## src/rtl/mem_responder_pkg.sv

```systemverilog
// Shared types and constants for the memory responder: FSM state encoding,
// request kinds and the default widths used by the responder and its bus.
package mem_responder_pkg;

    localparam int WORD_WIDTH = 32;
    localparam int RAM_ADDR_W = 12;
    localparam int BE_WIDTH   = 4;

    typedef enum logic [1:0] {
        ST_IDLE   = 2'd0,
        ST_ACCESS = 2'd1,
        ST_WAIT   = 2'd2,
        ST_DONE   = 2'd3
    } mem_state_t;

    typedef enum logic [1:0] {
        REQ_FETCH = 2'd0,
        REQ_LOAD  = 2'd1,
        REQ_STORE = 2'd2
    } req_kind_t;

    // A byte address that does not fall on a word boundary.
    function automatic logic misaligned(input logic [1:0] lsb);
        return lsb != 2'b00;
    endfunction

endpackage

```

## src/rtl/mem_responder_if.sv

```systemverilog
// CPU-side bus of the memory responder: fetch, load and store strobes with
// their address/data, plus the returned words and status flags.
interface mem_responder_if
    import mem_responder_pkg::*;
#(
    parameter int W = WORD_WIDTH
);
    logic                pc_clk;
    logic [W-1:0]        pc;
    logic [W-1:0]        inst;
    logic                load_clk;
    logic                load_en;
    logic [W-1:0]        l_addr;
    logic [W-1:0]        l_data;
    logic                store_clk;
    logic                store_en;
    logic [W-1:0]        s_addr;
    logic [W-1:0]        s_data;
    logic [BE_WIDTH-1:0] s_be;
    logic                busy;
    logic                addr_err;

    // CPU side
    modport master (
        output pc_clk, pc, load_clk, load_en, l_addr,
               store_clk, store_en, s_addr, s_data, s_be,
        input  inst, l_data, busy, addr_err
    );

    // Responder side
    modport slave (
        input  pc_clk, pc, load_clk, load_en, l_addr,
               store_clk, store_en, s_addr, s_data, s_be,
        output inst, l_data, busy, addr_err
    );

endinterface

```

## src/rtl/mem_responder_edge_detect.sv

```systemverilog
// Rising-edge detector for one cpu stage strobe: a history flop and an AND.
module strobe_edge_detect (
    input  logic clk,
    input  logic rst,
    input  logic strobe,
    output logic rise
);

    logic strobe_prev_reg;

    // Remember the strobe level seen at the previous clock edge.
    always_ff @(posedge clk or negedge rst) begin
        if (!rst) strobe_prev_reg <= 1'b0;
        else      strobe_prev_reg <= strobe;
    end

    assign rise = strobe & ~strobe_prev_reg;

endmodule

```

## src/rtl/mem_responder.sv

```systemverilog
// Memory-side responder: turns the cpu's fetch/load/store strobes into
// accesses on one single-port synchronous RAM, serving store > load > fetch.
module mem_responder
    import mem_responder_pkg::*;
#(
    parameter int W      = WORD_WIDTH,
    parameter int AW     = RAM_ADDR_W,
    parameter int RD_LAT = 1
) (
    input  logic                clk,
    input  logic                rst,
    mem_responder_if.slave      bus,
    output logic                ram_en,
    output logic [BE_WIDTH-1:0] ram_we,
    output logic [AW-1:0]       ram_addr,
    output logic [W-1:0]        ram_wdata,
    input  logic [W-1:0]        ram_rdata
);

    localparam logic [1:0] LAT_INIT = 2'(RD_LAT - 1);

    // Strobe edge detection, bit 0 fetch, bit 1 load, bit 2 store.
    logic [2:0] strobe_vec;
    logic [2:0] rise_vec;

    assign strobe_vec = {bus.store_clk, bus.load_clk, bus.pc_clk};

    generate
        for (genvar gi = 0; gi < 3; gi++) begin : g_edge
            strobe_edge_detect u_edge (
                .clk    (clk),
                .rst    (rst),
                .strobe (strobe_vec[gi]),
                .rise   (rise_vec[gi])
            );
        end
    endgenerate

    logic fetch_rise;
    logic load_rise;
    logic store_rise;

    assign fetch_rise = rise_vec[0];
    assign load_rise  = rise_vec[1] & bus.load_en;
    assign store_rise = rise_vec[2] & bus.store_en;

    // Pending requests with their captured word addresses and store payload.
    logic                fetch_pend_reg;
    logic [AW-1:0]       fetch_addr_reg;
    logic                load_pend_reg;
    logic [AW-1:0]       load_addr_reg;
    logic                store_pend_reg;
    logic [AW-1:0]       store_addr_reg;
    logic [W-1:0]        store_data_reg;
    logic [BE_WIDTH-1:0] store_be_reg;
    logic                addr_err_reg;

    // FSM and output registers.
    mem_state_t          state_reg;
    req_kind_t           kind_reg;
    logic [1:0]          lat_cnt_reg;
    logic [W-1:0]        inst_reg;
    logic [W-1:0]        l_data_reg;

    // Completion of the request currently in service.
    logic fetch_clr;
    logic load_clr;
    logic store_clr;

    assign fetch_clr = (state_reg == ST_WAIT) && (lat_cnt_reg == 2'd0) && (kind_reg == REQ_FETCH);
    assign load_clr  = (state_reg == ST_WAIT) && (lat_cnt_reg == 2'd0) && (kind_reg == REQ_LOAD);
    assign store_clr = (state_reg == ST_ACCESS) && (kind_reg == REQ_STORE);

    // Address bits above the RAM word range are intentionally dropped (wrap).
    logic unused_addr_bits;
    assign unused_addr_bits = ^{bus.pc[W-1:AW+2], bus.l_addr[W-1:AW+2], bus.s_addr[W-1:AW+2]};

    // Capture requests on strobe edges; a fresh edge wins over a same-edge clear.
    always_ff @(posedge clk or negedge rst) begin
        if (!rst) begin
            fetch_pend_reg <= 1'b0;
            fetch_addr_reg <= '0;
            load_pend_reg  <= 1'b0;
            load_addr_reg  <= '0;
            store_pend_reg <= 1'b0;
            store_addr_reg <= '0;
            store_data_reg <= '0;
            store_be_reg   <= '0;
            addr_err_reg   <= 1'b0;
        end else begin
            if (fetch_rise) begin
                fetch_pend_reg <= 1'b1;
                fetch_addr_reg <= bus.pc[AW+1:2];
            end else if (fetch_clr) begin
                fetch_pend_reg <= 1'b0;
            end

            if (load_rise) begin
                load_pend_reg <= 1'b1;
                load_addr_reg <= bus.l_addr[AW+1:2];
            end else if (load_clr) begin
                load_pend_reg <= 1'b0;
            end

            if (store_rise) begin
                store_pend_reg <= 1'b1;
                store_addr_reg <= bus.s_addr[AW+1:2];
                store_data_reg <= bus.s_data;
                store_be_reg   <= bus.s_be;
            end else if (store_clr) begin
                store_pend_reg <= 1'b0;
            end

            if ((fetch_rise && misaligned(bus.pc[1:0])) ||
                (load_rise  && misaligned(bus.l_addr[1:0])) ||
                (store_rise && misaligned(bus.s_addr[1:0]))) begin
                addr_err_reg <= 1'b1;
            end
        end
    end

    // Access sequencer. Read data is loaded into inst/l_data on the edge that
    // leaves WAIT, so DONE is the cycle in which the new value is already
    // visible; DONE then returns to IDLE.
    always_ff @(posedge clk or negedge rst) begin
        if (!rst) begin
            state_reg   <= ST_IDLE;
            kind_reg    <= REQ_FETCH;
            lat_cnt_reg <= 2'd0;
            ram_en      <= 1'b0;
            ram_we      <= '0;
            ram_addr    <= '0;
            ram_wdata   <= '0;
            inst_reg    <= '0;
            l_data_reg  <= '0;
        end else begin
            case (state_reg)
                ST_IDLE: begin
                    if (store_pend_reg) begin
                        kind_reg  <= REQ_STORE;
                        ram_en    <= 1'b1;
                        ram_we    <= store_be_reg;
                        ram_addr  <= store_addr_reg;
                        ram_wdata <= store_data_reg;
                        state_reg <= ST_ACCESS;
                    end else if (load_pend_reg) begin
                        kind_reg  <= REQ_LOAD;
                        ram_en    <= 1'b1;
                        ram_we    <= '0;
                        ram_addr  <= load_addr_reg;
                        state_reg <= ST_ACCESS;
                    end else if (fetch_pend_reg) begin
                        kind_reg  <= REQ_FETCH;
                        ram_en    <= 1'b1;
                        ram_we    <= '0;
                        ram_addr  <= fetch_addr_reg;
                        state_reg <= ST_ACCESS;
                    end
                end
                ST_ACCESS: begin
                    ram_en      <= 1'b0;
                    ram_we      <= '0;
                    lat_cnt_reg <= LAT_INIT;
                    state_reg   <= (kind_reg == REQ_STORE) ? ST_IDLE : ST_WAIT;
                end
                ST_WAIT: begin
                    if (lat_cnt_reg == 2'd0) begin
                        if (kind_reg == REQ_LOAD) l_data_reg <= ram_rdata;
                        else                      inst_reg   <= ram_rdata;
                        state_reg <= ST_DONE;
                    end else begin
                        lat_cnt_reg <= lat_cnt_reg - 2'd1;
                    end
                end
                ST_DONE: begin
                    state_reg <= ST_IDLE;
                end
                default: begin
                    state_reg <= ST_IDLE;
                end
            endcase
        end
    end

    assign bus.inst     = inst_reg;
    assign bus.l_data   = l_data_reg;
    assign bus.addr_err = addr_err_reg;
    assign bus.busy     = (state_reg != ST_IDLE) | fetch_pend_reg | load_pend_reg | store_pend_reg;

endmodule
```

## src/flat_wrapper.sv

```systemverilog
// flat-port wrapper written by rule: the top's interface ports become plain ports
module mem_responder_flat import mem_responder_pkg::*;
#(
    parameter int W      = WORD_WIDTH,
    parameter int AW     = RAM_ADDR_W,
    parameter int RD_LAT = 1
)
  (clk, rst, ram_en, ram_we, ram_addr, ram_wdata, ram_rdata, bus_pc_clk, bus_pc, bus_load_clk, bus_load_en, bus_l_addr, bus_store_clk, bus_store_en, bus_s_addr, bus_s_data, bus_s_be, bus_inst, bus_l_data, bus_busy, bus_addr_err);
  mem_responder_if #(.W(W)) bus_i ();
  input  logic clk;
  input  logic rst;
  output logic ram_en;
  output logic [BE_WIDTH-1:0] ram_we;
  output logic [AW-1:0] ram_addr;
  output logic [W-1:0] ram_wdata;
  input  logic [W-1:0] ram_rdata;
  input wire logic [$bits(bus_i.pc_clk)-1:0] bus_pc_clk;
  input wire logic [$bits(bus_i.pc)-1:0] bus_pc;
  input wire logic [$bits(bus_i.load_clk)-1:0] bus_load_clk;
  input wire logic [$bits(bus_i.load_en)-1:0] bus_load_en;
  input wire logic [$bits(bus_i.l_addr)-1:0] bus_l_addr;
  input wire logic [$bits(bus_i.store_clk)-1:0] bus_store_clk;
  input wire logic [$bits(bus_i.store_en)-1:0] bus_store_en;
  input wire logic [$bits(bus_i.s_addr)-1:0] bus_s_addr;
  input wire logic [$bits(bus_i.s_data)-1:0] bus_s_data;
  input wire logic [$bits(bus_i.s_be)-1:0] bus_s_be;
  output wire logic [$bits(bus_i.inst)-1:0] bus_inst;
  output wire logic [$bits(bus_i.l_data)-1:0] bus_l_data;
  output wire logic [$bits(bus_i.busy)-1:0] bus_busy;
  output wire logic [$bits(bus_i.addr_err)-1:0] bus_addr_err;
  assign bus_i.pc_clk = bus_pc_clk;
  assign bus_i.pc = bus_pc;
  assign bus_i.load_clk = bus_load_clk;
  assign bus_i.load_en = bus_load_en;
  assign bus_i.l_addr = bus_l_addr;
  assign bus_i.store_clk = bus_store_clk;
  assign bus_i.store_en = bus_store_en;
  assign bus_i.s_addr = bus_s_addr;
  assign bus_i.s_data = bus_s_data;
  assign bus_i.s_be = bus_s_be;
  assign bus_inst = bus_i.inst;
  assign bus_l_data = bus_i.l_data;
  assign bus_busy = bus_i.busy;
  assign bus_addr_err = bus_i.addr_err;
  mem_responder #(.W(W), .AW(AW), .RD_LAT(RD_LAT)) u_core (.clk(clk), .rst(rst), .bus(bus_i), .ram_en(ram_en), .ram_we(ram_we), .ram_addr(ram_addr), .ram_wdata(ram_wdata), .ram_rdata(ram_rdata));
endmodule
```

## config.mk

```make
export PLATFORM = sky130hd
export DESIGN_NAME = mem_responder_flat
export DESIGN_NICKNAME = d
export VERILOG_FILES = /design/src/rtl/mem_responder_pkg.sv /design/src/rtl/mem_responder_if.sv /design/src/rtl/mem_responder_edge_detect.sv /design/src/rtl/mem_responder.sv /design/src/flat_wrapper.sv
export SDC_FILE = /design/constraint.sdc
export NUM_CORES = 1
export LEC_CHECK = 0
export BUFFER_PORTS_ARGS = -buffer_cell sky130_fd_sc_hd__buf_2
export CORE_AREA = 2 2 124 126
export CTS_CLUSTER_DIAMETER = 150
export DETAILED_ROUTE_END_ITERATION = 8
export DIE_AREA = 0 0 126 128
export PLACE_DENSITY = 0.94
export SYNTH_ARGS = -nofsm -noshare
export SYNTH_HDL_FRONTEND = slang
export SYNTH_SLANG_ARGS = --single-unit
```

## constraint.sdc

```tcl
create_clock -name clk -period 3.1 [get_ports clk]
set_clock_uncertainty 0.2 [all_clocks]
set_input_delay 0.155 -clock clk [delete_from_list [all_inputs] [get_ports clk]]
set_output_delay 0.155 -clock clk [all_outputs]
set_load 0.02 [all_outputs]
```

==> results.txt <==
The startpoint of the tightest hold check path is bus_store_en. In the finished design, the share of the clock period the worst path needs comes to 0.9273. The count of routing violations after the opening detailed-route iteration came out at 223. Synthesis handed over a netlist of 494 instances. The normalized max-slew margin came out at 0.4921. In the synthesized netlist the dominant register cell turns out to be sky130_fd_sc_hd__dfrtp_1. The fill cell total of the finished layout is 905. The via density per instance came out at 5.241. The number of gates resized after CTS is 0. TritonCTS built the clock tree.

The number of buffers and inverters on the critical path is 5. The largest individual stage delay along the critical path comes from the cell sky130_fd_sc_hd__dlygate4sd3_1. The share of the Yosys chip area taken by registers is 0.6409. The number of failing setup endpoints in the final timing report came out at 0. The number of ports placed on the die boundary came out at 286.

The critical path goes through dlygate4sd3_1 > buf_2 > nor2b_1 > buf_4 > o21ai_0 > dlygate4sd3_1 > or3b_2 > dlygate4sd3_1. The remaining number of nets flagged by the antenna check after routing came out at 0. The number of maximum-capacitance constraint violations is 0. The total leakage power came out at 5.091 nW. The all-layer global routing usage came out at 0.2546.

For this design, the sink count on the clock tree is 198. The signed area change from the synthesized netlist to the final layout came out at 39.72%. Once routing completed, OpenROAD measured the worst setup slack at 225.3 ps. The site row count came out at 45. The startpoint identified for the worst register-to-register timing path is u_core.g_edge[0].u_edge.strobe_prev_reg. The global placement routability congestion is 0.7680. The count of flip-flops with a built-in enable after synthesis came out at 0. The maximum buffer depth of the clock tree is 2. The maximum VDD drop came out at 422.7 µV. The minimum clock period after layout came out at 2875 ps. The TritonCTS buffer count is 17. The most numerous cell type found on the critical path is sky130_fd_sc_hd__dlygate4sd3_1. Setup repair after global routing left no endpoint under its margin. The biggest fanout along the worst timing path is 14. The level count of the clock H-tree came out at 4.

The number of warnings printed during yosys synthesis came out at 0. After clock tree synthesis, the setup repair step added 0 buffers. The number of antenna violations at the first check in global routing came out at 1.

The final routed wire length divided by cell count came out at 19.04 µm. The total congestion overflow after global routing came out at 0. The die area is 0.01613 mm². In the final design database the tool counted 1016 nets. The number of cells after detailed placement is 902. The synthesized net count is 666. The number of global-route vias before repair was 6102.

In this run the worst setup path begins at bus_pc_clk. The number of flip-flops and latches in the synthesized netlist is 198. The via total after detailed routing is 5482.

The number of buffer cells added on primary ports came out at 231. The maximum operating frequency is 347.9 MHz. The horizontal die dimension is 126 µm. The required time of the critical path is 3190 ps. At the placement stage, the worst setup path has a slack of 936.5 ps. The library cell used most frequently in the layout, excluding fill and tap cells, is sky130_fd_sc_hd__buf_2.

The flow ran to the end, and the final reports show no timing, DRC or antenna violations. The top cell types in the final layout, fill and taps aside, are sky130_fd_sc_hd__buf_2, sky130_fd_sc_hd__dfrtp_1, sky130_fd_sc_hd__mux2_2. The endpoint kind of the worst setup timing path is a flop.

The total count of hold-check failures in the final report came out at 0. The slew of the pin with the lowest slew margin came out at 759.5 ps. The die span in y came out at 128 µm. The fraction of synthesis flops using an asynchronous set or reset pin is 1.000. Entering global routing, the biggest net connects 89 pins. The stage delay of the slowest cell on the critical path came out at 630 ps. The clock latency at the later pin of the worst-skew pair is 410 ps. In the final layout, the share of cells above drive strength 1 is 0.5298. The type of origin of the critical path is an input pin. The final instance count without filler cells came out at 1046. The power density over the cells is 956.6 mW/mm². The arrival time at the worst endpoint is 2970 ps. By startpoint and endpoint, the worst setup path is classified as in -> reg. In the final timing run, aggregate negative setup slack is 0 ps.

The cell type group with the largest total delay on the critical path is buffers and inverters. Before antenna repair, the detailed router went through 4 iterations. The starting density of the core is 0.5201. The wire length of the first global-routing pass is 31870 µm. The number of different library cells in the post-synthesis netlist is 34. The area of the mapped netlist came out at 0.007731 mm². The min-delay analysis places its worst path in the category in -> reg. The average size of a mapped cell is 15.65 µm².

After detailed routing, the number of remaining DRC violations is 0. Detailed placement finished with a half-perimeter wire length of 11700 µm. The placeable core region came out at 0.01486 mm².

Clock-pin slew was measured on the worst setup and hold paths at 70 ps. The final wirelength came out at 19920 µm. The library cell used as clock root buffer is sky130_fd_sc_hd__clkbuf_16.

The max-slew violation total from the final report came to 0.
-- stage by stage --
| step | area, µm² | utilization | power [W] | hold WS (ps) |
|---|---|---|---|---|
| final | 10800 | 0.7267 | 0.01033 | 102.8 |
| after floorplan | 7731 | - | 0.006681 | -340.6 |
| after global placement | 9105 | 0.6125 | 0.007802 | 48.60 |
| after global routing | 10800 | 0.7267 | 0.01085 | 117.3 |
| after detailed placement | 9105 | 0.6125 | 0.007989 | 57.24 |
| after CTS | 10800 | 0.7265 | 0.01028 | 108.1 |
-- report_power, final --
group / total, W / internal (W) / leakage [nW] / switching [W]
Sequential: 0.00417 / 0.00356 / 2.36 / 0.000607
Combinational: 0.00398 / 0.00178 / 2.44 / 0.00221
Clock: 0.00218 / 0.00124 / 0.288 / 0.000945
-- logic make-up (layout without fill, tap and decap cells) --
family,after synthesis,in the layout,synth area share
multiplexers,192,192,0.2777
other,0,1,0
AND/OR/NAND/NOR,27,27,0.02266
flip-flops,198,198,0.6409
buffers and inverters,30,393,0.02379
adder cells (fa/ha/maj),1,1,0.001618
AO/OA/AOI/OAI,46,46,0.03334
-- worst min-delay path, cell delays in order --
cell and delay, ps:
sky130_fd_sc_hd__buf_2 100, sky130_fd_sc_hd__nand3b_1 320, sky130_fd_sc_hd__nand2_1 90
-- path summary, 6_finish.rpt --
| kind | to | slack (ps) | depth (start not counted) |
|---|---|---|---|
| min in group asynchronous | u_core.store_data_reg[27] | 140 | 2 |
| worst min register to register | u_core.ram_we[0] | 300 | 1 |
| max in group asynchronous | u_core.bus.l_data[4] | 1690 | 3 |
| worst max-delay path | u_core.bus.addr_err | 230 | 8 |
| worst min-delay path | u_core.store_pend_reg | 100 | 3 |
| worst max register to register | u_core.bus.addr_err | 400 | 6 |
-- metal layers --
| layer | GRT usage | wire [µm] | vias up |
|---|---|---|---|
| met5 | 0 | 0 | - |
| met4 | 0.1008 | 571 | 0 |
| met3 | 0.06720 | 1154 | 47 |
| met2 | 0.4500 | 10460 | 227 |
| met1 | 0.2976 | 7730 | 2752 |
| li1 | - | - | 2456 |
-- layout make-up --
cell class	instances	area, µm²	area share
Antenna cell	1	2.502	0.0002317
Clock buffer	21	460.4	0.04263
Clock inverter	11	122.6	0.01135
Inverter	5	18.77	0.001738
Multi-Input combinational cell	266	2601	0.2408
Sequential cell	198	4955	0.4587
Tap cell	188	235.2	0.02178
Timing Repair Buffer	356	2406	0.2228
-- repair_timing --
action,CTS,global route
endpoints found under the setup margin,0,0
hold buffers,111,0
hold endpoints to repair,224,0
-- cell usage after synthesis, types with 2 or more instances --
master / count / area share
sky130_fd_sc_hd__nand3b_1: 2 / 0.0019
sky130_fd_sc_hd__o21ai_0: 31 / 0.020
sky130_fd_sc_hd__nor2b_1: 2 / 0.0016
sky130_fd_sc_hd__a21oi_1: 5 / 0.0032
sky130_fd_sc_hd__nor2_1: 3 / 0.0015
sky130_fd_sc_hd__buf_4: 3 / 0.0029
sky130_fd_sc_hd__mux2_1: 7 / 0.010
sky130_fd_sc_hd__dfrtp_1: 198 / 0.64
sky130_fd_sc_hd__nor3b_1: 2 / 0.0019
sky130_fd_sc_hd__clkbuf_1: 5 / 0.0024
sky130_fd_sc_hd__mux2i_1: 12 / 0.016
sky130_fd_sc_hd__a22o_1: 4 / 0.0045
sky130_fd_sc_hd__inv_1: 5 / 0.0024
sky130_fd_sc_hd__buf_1: 4 / 0.0019
sky130_fd_sc_hd__nand2b_1: 3 / 0.0024
sky130_fd_sc_hd__buf_2: 6 / 0.0039
sky130_fd_sc_hd__buf_6: 7 / 0.010
sky130_fd_sc_hd__nand2_1: 7 / 0.0034
sky130_fd_sc_hd__mux2_2: 173 / 0.25
No activity file was read; power rests on OpenSTA's default activity.
